[config.mk]
export PLATFORM = sky130hd
export DESIGN_NAME = down_counter_mod
export DESIGN_NICKNAME = d
export VERILOG_FILES = /design/src/rtl/down_counter_mod.sv
export SDC_FILE = /design/constraint.sdc
export NUM_CORES = 1
export LEC_CHECK = 0
export ABC_AREA = 1
export CORE_AREA = 5 5 42 44
export CTS_CLUSTER_DIAMETER = 30
export DETAILED_ROUTE_END_ITERATION = 6
export DIE_AREA = 0 0 47 49
export GPL_ROUTABILITY_DRIVEN = 0
export PLACE_DENSITY = 0.64
export SLEW_MARGIN = 20
export SYNTH_ARGS = -nofsm -noshare
export SYNTH_HDL_FRONTEND = slang
export SYNTH_SLANG_ARGS = --single-unit
[constraint.sdc]
create_clock -name clk -period 2.63 [get_ports clk]
set_clock_uncertainty 0.05 [all_clocks]
set_input_delay 0.526 -clock clk [delete_from_list [all_inputs] [get_ports clk]]
set_output_delay 0.526 -clock clk [all_outputs]
set_load 0.02 [all_outputs]
[src/rtl/down_counter_mod.sv]
// Loadable modulo down-counter with zero flag and registered terminal-count pulse.
// AUTO_RELOAD selects wrap-to-all-ones or reload-from-last-load at zero.
module down_counter_mod #(
  parameter int unsigned WIDTH       = 4,
  parameter bit          AUTO_RELOAD = 1'b0
) (
  input  logic             clk,
  input  logic             clr,
  input  logic             en,
  input  logic             load,
  input  logic [WIDTH-1:0] din,
  output logic [WIDTH-1:0] q,
  output logic [WIDTH-1:0] qb,
  output logic             zero,
  output logic             tc
);

  if (WIDTH < 2 || WIDTH > 16) begin : g_width_check
    $error("down_counter_mod: WIDTH must be in 2..16");
  end

  logic [WIDTH-1:0] cnt_q, cnt_d;
  logic [WIDTH-1:0] rl_q, rl_d;
  logic             tc_q, tc_d;
  logic             at_zero;

  assign at_zero = (cnt_q == '0);

  always_comb begin
    // NOTE: every next-state signal gets a default first, so no path can infer a latch.
    cnt_d = cnt_q;
    rl_d  = rl_q;
    tc_d  = 1'b0;
    if (load) begin
      cnt_d = din;
      rl_d  = din;
    end else if (en) begin
      if (at_zero) begin
        // Arrival at zero was already flagged by the 1 -> 0 step; the wrap itself is silent.
        cnt_d = AUTO_RELOAD ? rl_q : '1;
      end else begin
        cnt_d = cnt_q - 1'b1;
        tc_d  = (cnt_q == WIDTH'(1));
      end
    end
  end

  // NOTE: sequential state uses non-blocking assignments so all registers sample the same edge.
  always_ff @(posedge clk or negedge clr) begin
    if (!clr) begin
      cnt_q <= '0;
      rl_q  <= '0;
      tc_q  <= 1'b0;
    end else begin
      cnt_q <= cnt_d;
      rl_q  <= rl_d;
      tc_q  <= tc_d;
    end
  end

  assign q    = cnt_q;
  assign qb   = ~cnt_q;
  assign zero = at_zero;
  assign tc   = tc_q;

endmodule

==> run summary <==
status -> completed
synth top area cells -> dfrtp_1, nand2_1, ha_1
Die Span X -> 47 um
Critical-path top delay cell -> clkdlybuf4s50_1
Critical Path Fanout Max -> 6
number of global-route vias before repair -> 340
global-route wire length before repair -> 1386 um
area leader, netlist -> dfrtp_1
number of diodes -> 0
CTS Root Cell -> clkbuf_4
largest net degree at the start of global routing -> 7
global routing's busiest layer -> met2
post_cts resized -> 0
CTS Sinks -> 5
worst-case clock buffer depth -> 2
routed len/inst -> 10.52 um
mean area per synthesized cell -> 7.656 um2
placed instance count -> 75
Core Rows -> 14
Yosys reg bits -> 5
Worst Hold Class -> input pin to asynchronous set/reset pin
Final #Nets -> 74
EDFF count, synth -> 0
CP endpoint kind -> primary output
most frequent cells in the layout -> clkdlybuf4s50_1, nand2_1, inv_2, dfrtp_1
first-pass detailed-route iteration total -> 4
gr usage total -> 8.680%
Static Leak -> 0.0002539 uW
CP arrival -> 1.81 ns
Syn Inst Count -> 42
DRC -> 0
chip height -> 49 um
Clk Latency, worst-skew pair -> 0.24 ns
IO Port Bufs -> 17
final cell count without fillers -> 79
Final min period -> 2.385 ns
critical setup path kind -> flip-flop to primary output
Initial Util -> 22.95%
# hold bufs at CTS -> 0
CTS clock-pin slew for the worst setup and hold paths -> 0.05 ns
Synthesized Nets -> 52
register area share after synthesis -> 38.91%
Post-synth ARST share -> 100.0%
P per Cell Area -> 575.2 nW/um2
Syn. warnings -> 0
cell count of the worst reg-to-reg path -> 5
antenna-violating nets left -> 0
crit path launch type -> flip-flop
core box area -> 1401 um2
Yosys cell types -> 16
share of cells above drive strength 1 -> 23.81%
GRT overflow -> 0
H-tree depth -> 1
CP max stage delay -> 0.61 ns
CP required -> 2.05 ns
Slew Limit Fails -> 0
M2 GR Usage -> 11.99%
Reg-to-Reg End -> tc
TritonCTS clock tree -> done
initial DRC count -> 7
M3 GR Usage -> 4.059%
area share of the largest cell type after synthesis -> 38.91%
# setup viols final -> 0
grt met1 use -> 9.735%
f_max -> 0.4193 GHz
worst setup margin -> 0.2452 ns
RR Startpoint -> q[0]
vias per inst -> 4.177
Post-CTS Setup Inserts -> 0
DP Worst Slack -> 0.5122 ns
Hold Violations, Final -> 0
Die Area -> 2303 um2
Layout area overhead -> 67.70%
routed wire length -> 831 um
commonest non-fill, non-tap cell in the layout -> clkdlybuf4s50_1
antenna violations before repair -> 0
Main synth FF type -> dfrtp_1
# IOs -> 18
DP HPWL -> 696.5 um
Rel. slew slack -> 84.00%
register-to-register setup slack -> 1.29 ns
Synth Cell Area -> 321.6 um2
max cap viols -> 0
maximum VDD drop -> 0.2682 mV
pin slew with the least headroom to its limit -> 0.2382 ns
Cell Chain, Critical Path -> inv_1 > ha_1 > inv_2 > nor2_2 > clkdlybuf4s50_1
CTS buffer count -> 3
Final Cycle Share -> 90.68%
RSZ-0062 raised after global routing -> no
Setup TNS Final -> 0 ns
vias -> 330
sequential cells by signal, summed over array words and instances, names as in the netlist:
| signal | flops |
|---|---|
| q | 4 |
| tc | 1 |
per-layer routing:
layer / routed length [um] / vias up
met5: 0 / -
met4: 0 / 0
met3: 84 / 0
met2: 405 / 13
met1: 341 / 141
li1: - / 176
report_power, final:
part / internal (uW) / total, uW / switching, uW
sequential: 85.8 / 96.0 / 10.3
clock: 55.1 / 88.6 / 33.5
combinational: 58.2 / 126 / 67.3
total: 199 / 310 / 111
final cells by class:
| type | instances | area, um2 |
|---|---|---|
| fillers | 155 | 862.1 |
| repair buffers | 17 | 170.2 |
| multi-input cells | 29 | 166.4 |
| flip-flops and latches | 5 | 125.1 |
| inverters | 8 | 30.03 |
| clock buffers | 3 | 22.52 |
| well taps | 16 | 20.02 |
| clock inverters | 1 | 5.005 |
logic make-up after synthesis:
kind of cell    synth area share [%]
compound gates                 14.40
flops                          38.91
fa+ha+maj                      7.781
simple gates                   29.57
buf+inv                        9.339
worst max path at each step:
stage	from	to	slack [ns]
floorplan	q[0]	zero	0.86
global placement	q[0]	zero	0.52
detailed placement	q[0]	zero	0.51
CTS	q[0]	zero	0.22
global route	q[0]	zero	0.13
finish	q[0]	zero	0.25
critical path: cells and delay by family, from the launching register on:
kind	cells	cell delay, ns
simple gates	1	0.12
flops	1	0.44
buf+inv	3	0.80
fa+ha+maj	1	0.19
synth_stat cells (2+ instances only):
| master | n |
|---|---|
| nand2_1 | 11 |
| dfrtp_1 | 5 |
| inv_2 | 5 |
| inv_1 | 3 |
| nor2_2 | 3 |
| a22oi_1 | 2 |
| ha_1 | 2 |
| nor2_1 | 2 |
| o21ai_1 | 2 |
per-stage QoR:
step	instance area (um2)	hold slack [ns]	utilization [%]	power, uW
floorplan	321.6	0.1804	-	163.5
CTS	539.3	0.4564	38.48	316.7
global route	539.3	0.4707	38.48	331.3
global placement	511.7	0.4937	36.52	223.7
detailed placement	511.7	0.4941	36.52	224.2
finish	539.3	0.4546	38.48	310.2
Note: power is estimated with default switching activity, not from simulation.
